## config.mk

```make
export PLATFORM = sky130hd
export DESIGN_NAME = uart_tx_fifo
export DESIGN_NICKNAME = d
export VERILOG_FILES = /design/src/rtl/uart_tx_fifo.sv
export SDC_FILE = /design/constraint.sdc
export NUM_CORES = 1
export LEC_CHECK = 0
export ABC_AREA = 1
export BUFFER_PORTS_ARGS = -buffer_cell sky130_fd_sc_hd__buf_2
export CAP_MARGIN = 10
export CORE_UTILIZATION = 25
export DETAILED_ROUTE_END_ITERATION = 8
export GPL_ROUTABILITY_DRIVEN = 0
export PLACE_DENSITY = 0.39
export RECOVER_POWER = 25
export SYNTH_ARGS = -nofsm -noshare
export SYNTH_HDL_FRONTEND = slang
export SYNTH_SLANG_ARGS = --single-unit
```

## constraint.sdc

```tcl
create_clock -name clk -period 2.8 [get_ports clk]
set_input_delay 0 -clock clk [delete_from_list [all_inputs] [get_ports clk]]
set_output_delay 0 -clock clk [all_outputs]
set_load 0.02 [all_outputs]
```

## src/rtl/uart_tx_fifo.sv

```systemverilog
// UART transmitter with a byte FIFO: the core pushes bytes, a baud-rate FSM
// sends them as 8N1 frames (LSB first) and only starts a frame while cts is high.
module uart_tx_fifo #(
   parameter int CLK_FREQ   = 100000000,
   parameter int BAUD       = 10000000,
   parameter int FIFO_DEPTH = 8
) (
   input  logic                          clk,
   input  logic                          rstn,
   input  logic                          wr_valid,
   input  logic [7:0]                    wr_data,
   output logic                          wr_ready,
   input  logic                          cts,
   output logic                          txd,
   output logic                          busy,
   output logic [$clog2(FIFO_DEPTH):0]   fifo_count
);

   localparam int DIV    = CLK_FREQ / BAUD;
   localparam int PTR_W  = $clog2(FIFO_DEPTH);
   localparam int CNT_W  = PTR_W + 1;
   localparam int BAUD_W = (DIV > 1) ? $clog2(DIV) : 1;

   generate
      if (DIV < 2) begin : g_div_check
         $error("uart_tx_fifo: CLK_FREQ/BAUD must be >= 2");
      end
      if ((FIFO_DEPTH < 2) || ((FIFO_DEPTH & (FIFO_DEPTH - 1)) != 0)) begin : g_depth_check
         $error("uart_tx_fifo: FIFO_DEPTH must be a power of two >= 2");
      end
   endgenerate

   typedef enum logic [1:0] {S_IDLE, S_START, S_DATA, S_STOP} state_t;

   logic [7:0]        r_mem [FIFO_DEPTH];
   logic [PTR_W-1:0]  r_wr_ptr;
   logic [PTR_W-1:0]  r_rd_ptr;
   logic [CNT_W-1:0]  r_count;
   state_t            r_state;
   logic [BAUD_W-1:0] r_baud;
   logic [2:0]        r_bit;
   logic [7:0]        r_shift;
   logic              r_txd;

   logic              w_push;
   logic              w_pop;
   logic              w_baud_end;
   state_t            w_state_nxt;
   logic [BAUD_W-1:0] w_baud_nxt;
   logic [2:0]        w_bit_nxt;
   logic [7:0]        w_shift_nxt;
   logic              w_txd_nxt;

   assign wr_ready   = (r_count < CNT_W'(FIFO_DEPTH));
   assign busy       = (r_state != S_IDLE) || (r_count != '0);
   assign txd        = r_txd;
   assign fifo_count = r_count;

   assign w_push     = wr_valid && wr_ready;
   assign w_baud_end = (r_baud == BAUD_W'(DIV - 1));

   // FIFO storage holds no control state, so it is left out of reset.
   always_ff @(posedge clk) begin
      if (w_push) begin
         r_mem[r_wr_ptr] <= wr_data;
      end
   end

   always_ff @(posedge clk or negedge rstn) begin
      if (!rstn) begin
         r_wr_ptr <= '0;
         r_rd_ptr <= '0;
         r_count  <= '0;
      end else begin
         if (w_push) begin
            r_wr_ptr <= r_wr_ptr + PTR_W'(1);
         end
         if (w_pop) begin
            r_rd_ptr <= r_rd_ptr + PTR_W'(1);
         end
         case ({w_push, w_pop})
            2'b10:   r_count <= r_count + CNT_W'(1);
            2'b01:   r_count <= r_count - CNT_W'(1);
            default: r_count <= r_count;
         endcase
      end
   end

   always_ff @(posedge clk or negedge rstn) begin
      if (!rstn) begin
         r_state <= S_IDLE;
         r_baud  <= '0;
         r_bit   <= '0;
         r_txd   <= 1'b1;
      end else begin
         r_state <= w_state_nxt;
         r_baud  <= w_baud_nxt;
         r_bit   <= w_bit_nxt;
         r_txd   <= w_txd_nxt;
      end
   end

   always_ff @(posedge clk) begin
      r_shift <= w_shift_nxt;
   end

   // txd is registered from the next-state decision so the line changes on
   // the same edge as the state it belongs to.
   always_comb begin
      w_state_nxt = r_state;
      w_baud_nxt  = r_baud;
      w_bit_nxt   = r_bit;
      w_shift_nxt = r_shift;
      w_txd_nxt   = r_txd;
      w_pop       = 1'b0;
      case (r_state)
         S_IDLE: begin
            w_txd_nxt = 1'b1;
            if ((r_count != '0) && cts) begin
               w_pop       = 1'b1;
               w_shift_nxt = r_mem[r_rd_ptr];
               w_baud_nxt  = '0;
               w_state_nxt = S_START;
               w_txd_nxt   = 1'b0;
            end
         end
         S_START: begin
            w_txd_nxt = 1'b0;
            if (w_baud_end) begin
               w_baud_nxt  = '0;
               w_bit_nxt   = '0;
               w_state_nxt = S_DATA;
               w_txd_nxt   = r_shift[0];
            end else begin
               w_baud_nxt = r_baud + BAUD_W'(1);
            end
         end
         S_DATA: begin
            if (w_baud_end) begin
               w_baud_nxt = '0;
               if (r_bit == 3'd7) begin
                  w_state_nxt = S_STOP;
                  w_txd_nxt   = 1'b1;
               end else begin
                  w_shift_nxt = {1'b0, r_shift[7:1]};
                  w_bit_nxt   = r_bit + 3'd1;
                  w_txd_nxt   = r_shift[1];
               end
            end else begin
               w_baud_nxt = r_baud + BAUD_W'(1);
            end
         end
         S_STOP: begin
            w_txd_nxt = 1'b1;
            if (w_baud_end) begin
               w_baud_nxt  = '0;
               w_state_nxt = S_IDLE;
            end else begin
               w_baud_nxt = r_baud + BAUD_W'(1);
            end
         end
         default: begin
            w_state_nxt = S_IDLE;
            w_txd_nxt   = 1'b1;
         end
      endcase
   end

endmodule

```

==> out/results.tsv, run 1 <==
metric	value	unit
GRT Overall Usage	12.2	%
Die Height	130	µm
predominant post-synthesis flop cell	edfxtp_1	
Max VDD drop	0.409	mV
CP startpoint kind	register	
clock share of power	22.1	%
status	complete, no violations	
Post-Synthesis Cell Area	0.00412	mm²
ratio of final minimum period to clock period	81.0	%
H-tree depth	3	
die area	0.0170	mm²
Diodes inserted	0	
Hold Buf Count CTS	10	
Setup Viol. Count Final	0	
CTS sink count	92	
first-pass GRT wire length	14.8	mm
Final HPWL DP	5.86	mm
Reg clk slew, reported paths	0.07	ns
WL/cell	14.2	µm
Syn Nets	401	
most frequent cells in the layout	edfxtp_1 (72), nor2_1 (67), nand2_1 (62)	
initial antenna violation count	0	
Max Cap Viol	0	
P_sw	1990	µW
PwrDens	1050	mW/mm²
HP Class	in -> reg	
Internal Pwr Total	3100	µW
Final Util	30.4	%
most common cell after layout, fill and taps aside	edfxtp_1	
reg2reg setup slack	0.53	ns
final setup TNS	0	ns
pin count of the biggest net entering global routing	28	
Max-slew headroom	19.5	%
setup bufs post-CTS	0	
Synthesis Warnings	0	
Final Hold Vio Count	0	
register bit total from synthesis	92	
post-layout minimum cycle time	2.27	ns
RSZ-0062 raised after global routing	no	
cell family with most CP delay	adder cells	
Starting Density	25.8	%
Max clock buf depth	2	
layout cell share with drive strength beyond 1	14.9	%
layout net count	442	
CP max FO	7	
Die W	130	µm
sequential share of power	40.2	%
slowest cell delay on critical path	0.42	ns
Vias/cell	4.12	
io pins	19	
Worst Path Required	3.02	ns
DR iter-0 viols	113	
Core Area	0.0160	mm²
clock latency on the worst-skew pair	0.34	ns
CTS tree	built	
CP max stage cell	dfrtp_1	
total wire length	9.06	mm
Async S/R FF share, synth	21.7	%
area grow syn2layout	17.9	%
post-synthesis sequential area ratio	64.6	%
Setup Skew	0.00689	ns
final slew viol count	0	
hold slack	0.0543	ns
post_cts resized	0	
Max Fclk	441	MHz
Netlist cell types	29	
leakage power	0.00190	µW
Mean Syn Cell Area	11.0	µm²
Final Power	5090	µW
vias in the first global route	2687	
Remaining Overflow, GRT	0	
total CTS buffers	9	
DRC viols	0	
TritonRoute pass-1 iters	4	
Synth Instances	376	
Vias	2627	
DRT antenna net count	0	
Setup CP Type	reg -> reg	
Worst-Margin Slew	1.21	ns
crit path cell chain	inv_1 > ha_1 > nand3_2 > inv_2 > ha_1 > inv_1 > nand2_1 > nand2_1 > ha_1 > a21oi_1 > xor2_1 > o21ai_1	
CP Capture Type	register	
Buf/Inv on CP	3	
worst path arrival time	2.49	ns
cell row count	46	
combinational power share	37.7	%
port bufs	18	
root buf cell	clkbuf_16	
CP dominant cell by count	ha_1	
Post-synth EDFFs	72	
switching share of total power	39.0	%
routing by layer:
layer / GRT usage (%) / wire length (µm) / vias to the layer above
li1: - / - / 1357
met3: 3.05 / 274 / 6
met4: 4.26 / 125 / 0
met1: 15.6 / 4280 / 1235
met2: 20.1 / 4380 / 29
met5: 0 / 0 / -
metrics by stage:
stage          cells  area [µm²]  setup slack (ns)
3_3_place_gp     612        4500             0.653
4_1_cts          638        4870             0.529
2_1_floorplan    376        4120             0.796
5_1_grt          638        4860             0.314
3_5_place_dp     612        4500             0.526
6_report         638        4860             0.531
final cells by class:
cell class                 instances  area, µm²
clock buffer                      10        229
clock inverter                     6       41.3
fill                            1720      11100
inverter                          32        120
multi-input combinational        241       1260
sequential                        92       2660
tap                              216        270
timing repair buffer              41        279
worst min-delay path: stages:
cell     delay, ns
buf_2         0.08
nand2_1       0.13
nand2_1       0.10
nand2_1       0.05
power by group through the flow:
stage	sequential [µW]	combinational (µW)	clock, µW
after detailed placement	2070	1950	0
after floorplan	2060	1420	0
after global placement	2070	1940	0
after global routing	2080	2210	1210
after CTS	2040	1960	1170
final	2040	1920	1120
registers in the layout, summed over array words and instances, names as in the netlist:
name / flops
fifo_count: 4
r_baud: 4
r_bit: 3
r_mem: 64
r_rd_ptr: 3
r_shift: 8
r_state: 2
r_wr_ptr: 3
txd: 1
logic make-up after synthesis:
family | Yosys count | share of synthesized area, %
DFF | 92 | 64.6
AOI/OAI and AO/OA | 49 | 7.37
and+or+nand+nor | 171 | 17.5
adders and majority gates | 13 | 3.95
xor gates and xnor gates | 8 | 1.70
buffers and inverters | 43 | 4.92
synthesized netlist by cell type (all sizes together), types with 5 or more instances:
cell type,number,share of area (%)
edfxtp,72,52
nor2,69,6.4
nand2,64,5.9
o21ai,37,4.6
nand3,34,4.5
inv,30,2.7
dfrtp,19,12
ha,13,3.9
buf,10,1.9
o211ai,7,2.0
xor2,5,1.1
final timing paths:
check / start / end / cells past startpoint
min in group asynchronous: rstn / r_state[1]$_DFFE_PN0P_ / 2
max reg2reg: r_state[1]$_DFFE_PN0P_ / fifo_count[2]$_DFFE_PN0P_ / 12
min reg2reg: r_bit[0]$_DFFE_PN0P_ / r_bit[0]$_DFFE_PN0P_ / 1
max in group asynchronous: rstn / r_wr_ptr[1]$_DFFE_PN0P_ / 2
max: r_state[1]$_DFFE_PN0P_ / fifo_count[2]$_DFFE_PN0P_ / 12
min: wr_valid / r_wr_ptr[0]$_DFFE_PN0P_ / 4
Note: power is estimated with default switching activity, not from simulation.
==> inputs of run 2 (changes only) <==
Settings changed: PLACE_DENSITY 0.39 to 0.41.
Clock period 2.8 ns to 1.85 ns, I/O delays scaled along.
==> run 2 against run 1 <==
Effect of this change: critical path depth down 1; critical path type unchanged; final cell count is 2.4% higher; sequential share of layout area shrank 1.8 points; combinational power grew 73%.
==> out/results.tsv, run 2 (same netlist as run 1, synthesis figures left out) <==
metric	value	unit
Starting Density	25.8	%
RR Endpoint	fifo_count[2]$_DFFE_PN0P_	
GRT Overall Usage	12.0	%
critical path endpoint	fifo_count[2]$_DFFE_PN0P_	
PwrDens	1610	mW/mm²
dpl cell area	0.00464	mm²
final setup margin	0.128	ns
post-layout minimum cycle time	1.72	ns
fin area	0.00504	mm²
root buf cell	clkbuf_16	
beginning of the critical path	fifo_count[1]$_DFFE_PN0P_	
most frequent cells in the layout	edfxtp_1 (72), nor2_1 (67), nand2_1 (62)	
Max Cap Viol	0	
WL/cell	13.8	µm
layout cell share with drive strength beyond 1	20.6	%
ratio of final minimum period to clock period	93.1	%
Max-slew headroom	21.5	%
max FFs per register	64	
CTS sink count	92	
CP max FO	6	
vias in the first global route	2721	
port bufs	18	
Largest Register	r_mem	
dpl cells	627	
Worst-Margin Slew	1.18	ns
first-pass GRT wire length	14.6	mm
DRT antenna net count	0	
pin count of the biggest net entering global routing	34	
Regs by FF count	r_mem (64), r_shift (8)	
status	complete, no violations	
final slew viol count	0	
Core Area	0.0160	mm²
Diodes inserted	0	
worst slack, placed	0.0264	ns
Final HPWL DP	5.91	mm
io pins	19	
Die W	130	µm
most common cell after layout, fill and taps aside	edfxtp_1	
cell row count	46	
Setup Viol. Count Final	0	
layout net count	458	
Final Hold Vio Count	0	
DRC viols	0	
combinational power share	40.9	%
min-delay src	wr_valid	
clock latency on the worst-skew pair	0.35	ns
Die Height	130	µm
CP startpoint kind	register	
Remaining Overflow, GRT	0	
worst r2r src	fifo_count[1]$_DFFE_PN0P_	
P_sw	3100	µW
leakage power	0.00198	µW
Max VDD drop	0.570	mV
Vias/cell	4.21	
Worst R2R Path Depth	11	
switching share of total power	38.3	%
CTS tree	built	
final std cells w/o fill	653	
initial antenna violation count	0	
Max Fclk	581	MHz
Internal Pwr Total	5000	µW
Vias	2748	
clock share of power	21.4	%
area grow syn2layout	22.2	%
Reg clk slew, reported paths	0.07	ns
TritonRoute pass-1 iters	4	
H-tree depth	3	
sequential share of power	37.6	%
hold slack	0.0740	ns
Max clock buf depth	2	
DR iter-0 viols	123	
worst path arrival time	1.95	ns
Setup Skew	0.00530	ns
CP Capture Type	register	
reg2reg setup slack	0.13	ns
Setup CP Type	reg -> reg	
HP Class	in -> reg	
total CTS buffers	9	
die area	0.0170	mm²
Worst Path Required	2.08	ns
total wire length	9.00	mm
run 2: final cells by class:
class	instances	area [µm²]
Timing Repair Buffer	57	412
Clock buffer	9	225
Sequential cell	92	2670
Clock inverter	6	47.5
Tap cell	216	270
Inverter	32	120
Multi-Input combinational cell	241	1290
Fill cell	1671	11000
run 2: worst min path at each step:
stage / slack [ns] / depth (start not counted) / end
3_3_place_gp: -0.002 / 1 / r_baud[2]$_DFFE_PN0P_
5_1_grt: 0.12 / 4 / r_wr_ptr[0]$_DFFE_PN0P_
3_5_place_dp: 0.007 / 1 / r_baud[0]$_DFFE_PN0P_
4_1_cts: 0.03 / 4 / r_wr_ptr[0]$_DFFE_PN0P_
6_report: 0.07 / 4 / r_wr_ptr[0]$_DFFE_PN0P_
2_1_floorplan: -0.30 / 0 / fifo_count[0]$_DFFE_PN0P_
run 2: through the flow:
step	total power, µW	util, %	TNS [ns]
floorplan	5310	-	0
global placement	6380	29.0	0
detailed placement	6400	29.0	0
CTS	8210	31.3	0
global route	8780	31.5	-0.0172
finish	8110	31.5	0
run 2: power groups by stage:
stage / clock, µW / sequential [µW] / combinational [µW]
detailed placement: 0 / 3090 / 3310
floorplan: 0 / 3130 / 2180
global placement: 0 / 3090 / 3300
CTS: 1810 / 3050 / 3340
finish: 1740 / 3050 / 3320
global route: 1870 / 3110 / 3800
run 2: repair_timing:
item | CTS | global route
hold buffers | 10 | 0
setup endpoints to repair | 0 | 2
gates resized for setup | 0 | 5
endpoints found under the hold margin | 86 | 0
buffers inserted | 0 | 1
run 2: critical path: stages, from the launching register on:
cell	delay, ns
dfrtp_2	0.41
nor2_2	0.14
nand3_2	0.10
nand3_2	0.10
inv_2	0.05
ha_4	0.17
nand2_1	0.07
nand2_1	0.07
ha_2	0.17
a21oi_2	0.11
xor2_1	0.14
o21ai_1	0.07
run 2: layer usage:
layer / vias to the layer above / part of all wire (%) / routed length [µm] / global-route usage (%)
li1: 1390 / - / - / -
met1: 1311 / 45 / 4090 / 14.7
met2: 36 / 50 / 4460 / 19.6
met3: 11 / 3.3 / 300 / 3.66
met4: 0 / 1.7 / 153 / 4.53
met5: - / 0 / 0 / 0
